$ cat config.mk
export PLATFORM = sky130hd
export DESIGN_NAME = module_display_mux
export DESIGN_NICKNAME = d
export VERILOG_FILES = /design/src/rtl/module_display_mux.sv
export SDC_FILE = /design/constraint.sdc
export NUM_CORES = 1
export LEC_CHECK = 0
export CORE_ASPECT_RATIO = 0.6
export CORE_UTILIZATION = 45
export CTS_BUF_LIST = sky130_fd_sc_hd__clkbuf_8 sky130_fd_sc_hd__clkbuf_16
export CTS_CLUSTER_SIZE = 40
export DETAILED_ROUTE_END_ITERATION = 8
export DONT_BUFFER_PORTS = 1
export MAX_ROUTING_LAYER = met4
export PLACE_DENSITY_LB_ADDON = 0.3
export SLEW_MARGIN = 20
export SYNTH_ARGS = -nofsm -noshare
export SYNTH_HDL_FRONTEND = slang
export SYNTH_SLANG_ARGS = --single-unit
$ cat constraint.sdc
create_clock -name clk -period 2.9 [get_ports clk]
set_input_delay 0.725 -clock clk [delete_from_list [all_inputs] [get_ports clk]]
set_output_delay 0.725 -clock clk [all_outputs]
set_load 0.005 [all_outputs]
$ cat src/rtl/module_display_mux.sv
// Scan controller for a 4-digit common-anode 7-segment display.
// Holds a 16-bit hex value and presents one nibble per scan slot, with
// active-low digit anodes. New values are staged and committed only at the
// frame boundary, so a frame never shows a mix of old and new digits. Each
// slot opens with a short all-off window against ghosting, and leading zeros
// can optionally be blanked.
module module_display_mux #(
  parameter int CLK_DIV      = 27000,
  parameter int GHOST_CYCLES = 270
) (
  input  logic        clk,
  input  logic        rst_n,
  input  logic [15:0] data_in,
  input  logic        load_valid,
  input  logic        lz_en,
  output logic        pending,
  output logic [3:0]  nibble,
  output logic [3:0]  anodes,
  output logic [1:0]  digit_idx
);

  localparam int             CNT_W     = $clog2(CLK_DIV);
  localparam logic [CNT_W-1:0] CNT_LAST  = CNT_W'(CLK_DIV - 1);
  localparam logic [CNT_W-1:0] GHOST_LIM = CNT_W'(GHOST_CYCLES);

  logic [CNT_W-1:0] div_cnt_q, div_cnt_d;
  logic [1:0]       digit_idx_q, digit_idx_d;
  logic [15:0]      shown_q, shown_d;
  logic [15:0]      staged_q, staged_d;
  logic             pending_q, pending_d;

  logic slot_end;
  logic frame_end;
  logic commit;
  logic lz_zero;
  logic suppress;
  logic ghost;

  // Next-state: slot/digit counters, staged-value capture and frame-boundary commit
  always_comb begin
    slot_end    = (div_cnt_q == CNT_LAST);
    frame_end   = slot_end && (digit_idx_q == 2'd3);
    commit      = frame_end && pending_q;
    div_cnt_d   = slot_end ? '0 : div_cnt_q + 1'b1;
    digit_idx_d = slot_end ? digit_idx_q + 2'd1 : digit_idx_q;
    // The old staged value commits even if a new load lands on the same edge
    shown_d     = commit ? staged_q : shown_q;
    staged_d    = load_valid ? data_in : staged_q;
    // A load on the boundary keeps pending set so the new value waits a frame
    pending_d   = load_valid | (pending_q & ~commit);
  end

  // State registers, all cleared asynchronously (a staged value is discarded)
  always_ff @(posedge clk or negedge rst_n) begin
    if (!rst_n) begin
      div_cnt_q   <= '0;
      digit_idx_q <= 2'd0;
      shown_q     <= 16'h0000;
      staged_q    <= 16'h0000;
      pending_q   <= 1'b0;
    end else begin
      div_cnt_q   <= div_cnt_d;
      digit_idx_q <= digit_idx_d;
      shown_q     <= shown_d;
      staged_q    <= staged_d;
      pending_q   <= pending_d;
    end
  end

  // Output decode: nibble select, leading-zero blanking and ghost window
  always_comb begin
    lz_zero = 1'b0;
    unique case (digit_idx_q)
      2'd1:    lz_zero = (shown_q[15:4]  == 12'h000);
      2'd2:    lz_zero = (shown_q[15:8]  == 8'h00);
      2'd3:    lz_zero = (shown_q[15:12] == 4'h0);
      default: lz_zero = 1'b0;  // rightmost digit always shown
    endcase
    suppress = lz_en & lz_zero;
    ghost    = (div_cnt_q < GHOST_LIM);
    nibble   = shown_q[{digit_idx_q, 2'b00} +: 4];
    anodes   = (ghost | suppress) ? 4'b1111 : ~(4'b0001 << digit_idx_q);
  end

  assign pending   = pending_q;
  assign digit_idx = digit_idx_q;

endmodule
After elaboration in Yosys (flattened, before gate mapping)
Cells that the tools add are included.
- bits of input ports: 20
- register bits: 50
- eq/ne operators: 4
- multiplexer cells: 3
- shift operators: 2
- add/subtract/negate cells: 2
- bitwise logic cells: 6
- reduce and logical (&&, ||, !) cells: 5
- order comparisons: 1
- operator list (cell ; count):
    $shiftx 16x5->4 ; 1
    $add 15x1->15 const B ; 1
    $eq 15x15->1 const B ; 1
    $lt 15x9->1 const B ; 1
    $mux 15 ; 1
    $logic_not 12->1 ; 1
    $logic_not 8->1 ; 1
    $eq 2x2->1 const B ; 2
    $logic_not 4->1 ; 1
    $mux 4 ; 1
    $not 4->4 ; 1
    $shl 1x2->4 const A ; 1
    $pmux 1 s3 ; 1
    $add 2x1->2 const B ; 1
    $and 1x1->1 ; 2
    $eq 2x1->1 const B ; 1
    $logic_and 1x1->1 ; 2
    $or 1x1->1 ; 2
    $not 1->1 ; 1

Logic depth before layout (Yosys ltp)
Gate-level depths: netlist of the first run.
- depth in word-level cells: 6
- mapped depth: 8
- mapped depth without buffers: 5

Least setup slack after synthesis of the first run
OpenSTA, ideal clock, no wires.
- path kind: reg2out
- from: register digit_idx_q[0] (netlist: digit_idx[0])
- to: output anodes[0]
- data required time: 2.175 ns
- data arrival time: 1.669 ns
- path slack: 0.506 ns
- stages on the path, launching flop included: 7
- cells stage by stage: dfrtp_1 clkbuf_1 inv_1 ha_1 nand3b_1 or3_1 nand3_1
- cells in the longest elaborated chain, start to end: 5
- elaborated cells on any way between the ends: 9
- RTL lines (what ; RTL line ; RTL):
    start, declared ; 27 ; logic [1:0] digit_idx_q, digit_idx_d;
    start signal, assigned ; 63 ; digit_idx_q <= digit_idx_d;
    $eq 2x2->1 or $eq 2x1->1 (tied branches) ; 73 ; unique case (digit_idx_q)
    $pmux 1 s3 ; 73 ;
    $and 1x1->1 ; 79 ; suppress = lz_en & lz_zero;
    $or 1x1->1 ; 82 ; anodes = (ghost | suppress) ? 4'b1111 : ~(4'b0001 << digit_idx_q);
    $mux 4 (*) ; 82 ;
    end, declared ; 18 ; output logic [3:0] anodes,
Mark *: on every way between the ends. The rest lies on a longest branch, timed or not.

Worst setup path in the final report of the first run
- from: register digit_idx_q[1] (netlist: digit_idx[1])
- to: output anodes[2]
The elaborated chain is that of the path after synthesis.

==> reports/metrics.yaml, run 1 <==
start_util_pct: 48.8
worst_ir_drop_vdd_mv: 0.244
io_buffer_count: 0
synth-seq-cells: 50
setup_violations: 0
crit_end: "anodes[2]"
cts-htree-levels: 2
cts.path.max_buffers: 2
mostFrequentLayoutCell: "dfrtp_1"
skew_ns: 0.00968
grt_pass1_wl_mm: 7.10
layout_worst_path_cycle_share_pct: 89.8
clkSlewWorstSetupHoldPaths_ns: 0.09
cts_setup_buffers: 0
gp_congestion: 0.889
hpwl_mm: 3.10
hold_viol: 0
rsz0062_at_grt: "no"
crit_path_max_fanout: 8
synthArstFlopShare_pct: 100
cp-start-kind: "flip-flop"
cp-end-kind: "output pin"
synth_cells: 173
r2r_cells: 5
area_growth_pct: 5.45
die_y_um: 57.6
powerDensity_nw_per_um2: 474
gr-total-overflow: 0
insertedDiodeCount: 0
ys_warn_count: 0
routed_via_density: 5.58
cts_hold_buf: 0
r2r-start: "div_cnt_q[0]"
worstMarginPinSlew_ns: 0.441
root_buffer: "clkbuf_8"
syn_nets: 199
cts_buffers: 5
synth_top_area_share_pct: 54.0
dieArea_um2: 5450
ctsResizeCount: 0
crit_arrival_ns: 1.88
synth-main-ff-cell: "dfrtp_1"
core_area_um2: 4750
cts_tree: "yes"
cp-startpoint: "digit_idx[1]"
max_freq_ghz: 0.384
hold_ws_ns: 0.108
r2r_slack_ns: 1.03
synthTopCellsByArea: "dfrtp_1 (54%), mux2_2 (11%), mux2_4 (6.5%), mux4_2 (3.9%), xnor2_1 (3.4%)"
antenna_found_initial: 0
final_cell_mix: "dfrtp_1 (50), mux2_2 (22), nor2_1 (11)"
clk_latency_ns: 0.30
final_nets: 201
finalSetupTns_ns: 0
reg2reg_to: "shown_q[4]"
maxCapViolCount: 0
min_period_ns: 2.60
status: "complete, no violations"
drt-total-wl_mm: 4.28
vias: 1333
wire_per_inst_um: 17.9
drtAntennaViolNets: 0
io-pin-count: 31
leakage_nw: 1.08
drt_iter0_drc: 66
die_w_um: 94.7
synthDistinctLibCells: 30
cp.required_ns: 2.17
cts_sinks: 50
synth-edff-count: 0
drc: 0
avgSynthCellArea_um2: 13.4
grtUsageTotal_pct: 18.6
grt_pass1_vias: 1389
maxSlewViolCount: 0
syn_area_um2: 2320
criticalPathCategory: "reg2out"
drtPass1Iterations: 4
synth_seq_area_share_pct: 54.0
max-slew-margin-rel_pct: 70.3
hp-class: "in2async"
drive_above_1_share_pct: 26.7
synth_largest_area_cell: "dfrtp_1"
grt_max_degree: 51
rows: 19
==> cell type report <==
cell class	instances	area (µm²)
Tap cell	63	78.8
Inverter	4	15.0
Clock buffer	5	68.8
Clock inverter	3	21.3
Fill cell	409	2310
Timing Repair Buffer	2	15.0
Sequential cell	50	1250
Multi-Input combinational cell	112	995
==> sequential cells by signal, indices dropped and copies added (netlist names) <==
| register | flops |
|---|---|
| pending | 1 |
| shown_q | 16 |
| div_cnt_q | 15 |
| digit_idx | 2 |
| staged_q | 16 |
==> cells in the mapped netlist (2+ instances only) <==
cell / n
mux2_4: 10
nor2_1: 11
xnor2_1: 9
inv_1: 4
nor3_1: 4
mux4_2: 4
nand4_1: 3
and3_1: 2
or3_1: 2
mux2_2: 22
ha_1: 6
o21ai_0: 3
buf_6: 2
clkbuf_1: 3
nor4_1: 7
nand2_1: 6
and4_1: 3
xor2_1: 4
dfrtp_1: 50
nand3_1: 8
==> stage by stage <==
stage               utilization, %  power, mW  instances  instance area (µm²)  setup WS, ns
global route                  51.4       1.21        239                 2440         0.223
global placement              49.5      0.769        231                 2350         0.659
floorplan                        -      0.768        173                 2320         0.506
detailed placement            49.5      0.772        231                 2350         0.622
finish                        51.4       1.16        239                 2440         0.297
CTS                           51.4       1.17        239                 2440         0.284
==> critical path: stages (launching register included) <==
cell,delay (ns)
dfrtp_1,0.53
inv_1,0.15
ha_1,0.19
nand3b_1,0.17
or3_1,0.42
nand3_1,0.12
==> metal layers <==
layer	track usage, %	routed length [µm]
met4	6.71	65
met5	-	0
met3	5.20	181
met2	27.5	2010
met1	24.5	2020
==> cell families (layout without fill, tap and decap cells) <==
kind of cell | after synthesis | count (layout) | synth area share [%]
compound gates | 6 | 6 | 1.51
xor+xnor | 13 | 13 | 4.91
fa+ha+maj | 6 | 6 | 3.24
buf+inv | 11 | 14 | 3.13
flops | 50 | 50 | 54.0
mux | 36 | 36 | 21.0
simple gates | 51 | 51 | 12.2
==> report_power, final <==
| group | leakage, nW | switching [mW] | total [mW] | internal [mW] |
|---|---|---|---|---|
| clock network | 0.0441 | 0.232 | 0.402 | 0.170 |
| registers | 0.643 | 0.0126 | 0.732 | 0.719 |
| logic | 0.397 | 0.00528 | 0.0259 | 0.0206 |
==> worst min path at each step <==
stage,start,endpoint,slack [ns],depth (start not counted)
detailed placement,rst_n,shown_q[13],0.43,0
global placement,rst_n,staged_q[14],0.43,0
finish,rst_n,div_cnt_q[5],0.11,0
floorplan,rst_n,digit_idx[0],0.43,0
CTS,rst_n,div_cnt_q[14],0.1,0
global route,rst_n,div_cnt_q[5],0.08,0
(Power assumes the default switching activity.)
==> run 2: changes to the inputs <==
Settings changed: CAP_MARGIN from default to 20, GPL_TIMING_DRIVEN from default to 0.
==> reports/metrics.yaml, run 2 (synthesized netlist as in run 1, its figures left out) <==
status: "complete, no violations"
dieArea_um2: 5450
r2r_slack_ns: 0.85
final_cell_mix: "dfrtp_1 (50), mux2_2 (22), nor2_1 (11)"
clk_latency_ns: 0.29
gr-total-overflow: 0
vias: 1381
ctsResizeCount: 1
cts_setup_buffers: 0
drt_iter0_drc: 64
grtUsageTotal_pct: 18.7
final_nets: 206
io_buffer_count: 0
drtPass1Iterations: 4
critPathSlowestCell: "or3_1"
cp.required_ns: 2.17
rows: 19
cp_cell_sequence: "clkbuf_2 -> inv_1 -> ha_1 -> nand3b_1 -> or3_1 -> nand3_1"
hp-class: "in2async"
finalSetupTns_ns: 0
core_area_um2: 4750
max_stage_delay_ns: 0.44
mostFrequentLayoutCell: "dfrtp_1"
drtAntennaViolNets: 0
worstMarginPinSlew_ns: 0.700
clkSlewWorstSetupHoldPaths_ns: 0.09
insertedDiodeCount: 0
grt_pass1_vias: 1398
hold_viol: 0
max-slew-margin-rel_pct: 53.3
cts-htree-levels: 2
power_mw: 1.23
cts_tree: "yes"
powerDensity_nw_per_um2: 492
cts_sinks: 50
die_w_um: 94.7
dpl-instance-area_um2: 2400
hpwl_mm: 3.16
cts_hold_buf: 0
cp.depth: 6
criticalPathCategory: "reg2out"
root_buffer: "clkbuf_8"
drive_above_1_share_pct: 26.5
grt_max_degree: 51
r2r-start: "div_cnt_q[0]"
r2r_cells: 8
cp-end-kind: "output pin"
layout_worst_path_cycle_share_pct: 95.9
reg2reg_to: "shown_q[13]"
rsz0062_at_grt: "no"
die_y_um: 57.6
drt-total-wl_mm: 4.32
design_area_um2: 2510
crit_path_max_fanout: 5
drc: 0
max_freq_ghz: 0.359
largestRegisters: "shown_q: 16 flops, staged_q: 16 flops, div_cnt_q: 15 flops"
antenna_found_initial: 0
leakage_nw: 1.11
cts.path.max_buffers: 2
gp_congestion: 0.925
io-pin-count: 31
start_util_pct: 48.8
crit_buf_inv: 2
crit_arrival_ns: 2.06
skew_ns: 0.00636
worst_ir_drop_vdd_mv: 0.212
crit_family: "simple AND/OR/NAND/NOR gates"
cts_buffers: 5
setup_violations: 0
routed_via_density: 5.66
maxSlewViolCount: 0
area_growth_pct: 8.20
grt_pass1_wl_mm: 7.31
min_period_ns: 2.78
maxCapViolCount: 0
wire_per_inst_um: 17.7
cp-start-kind: "flip-flop"
post-route-util_pct: 52.8
place_inst: 236
instances_no_fill: 244
-- run 2: changes by cell type in the layout (fill, tap and decap cells not counted), sizes merged --
cell	before	now
clkinv	2	0
buf	2	4
bufinv	0	1
inv	4	5
clkbuf	5	8
-- run 2: power breakdown --
part           switching (mW)  internal (mW)
clock                   0.217          0.254
combinational          0.0113         0.0209
sequential             0.0117          0.719
total                   0.240          0.994
-- run 2: cell type report --
type                       instances  area [µm²]
buffer                             7        58.8
clock buffer                       5        68.8
clock inverter                     3        41.3
fill                             417        2250
inverter                           4        15.0
multi-input combinational        112         995
sequential                        50        1250
tap                               63        78.8
-- run 2: worst max path at each step --
stage                            start   endpoint  slack, ns
after detailed placement  digit_idx[0]  anodes[2]       0.33
after CTS                 digit_idx[0]  anodes[2]        0.1
after global placement    digit_idx[0]  anodes[2]       0.36
after global routing      digit_idx[0]  anodes[2]      0.006
after floorplan           digit_idx[0]  anodes[0]       0.51
final                     digit_idx[0]  anodes[2]       0.12
-- run 2: metrics by stage --
step	hold slack [ns]	setup slack, ns
after floorplan	0.429	0.506
after global placement	0.431	0.359
after detailed placement	0.431	0.332
after CTS	0.103	0.0970
after global routing	0.0918	0.00639
final	0.116	0.117
-- run 2: routing by layer --
metal | vias to the layer above | wire [µm] | global-route usage, %
met5 | - | 0 | -
met4 | 0 | 57 | 5.84
met3 | 6 | 198 | 4.53
met2 | 33 | 1950 | 25.5
met1 | 710 | 2120 | 27.5
li1 | 632 | - | -
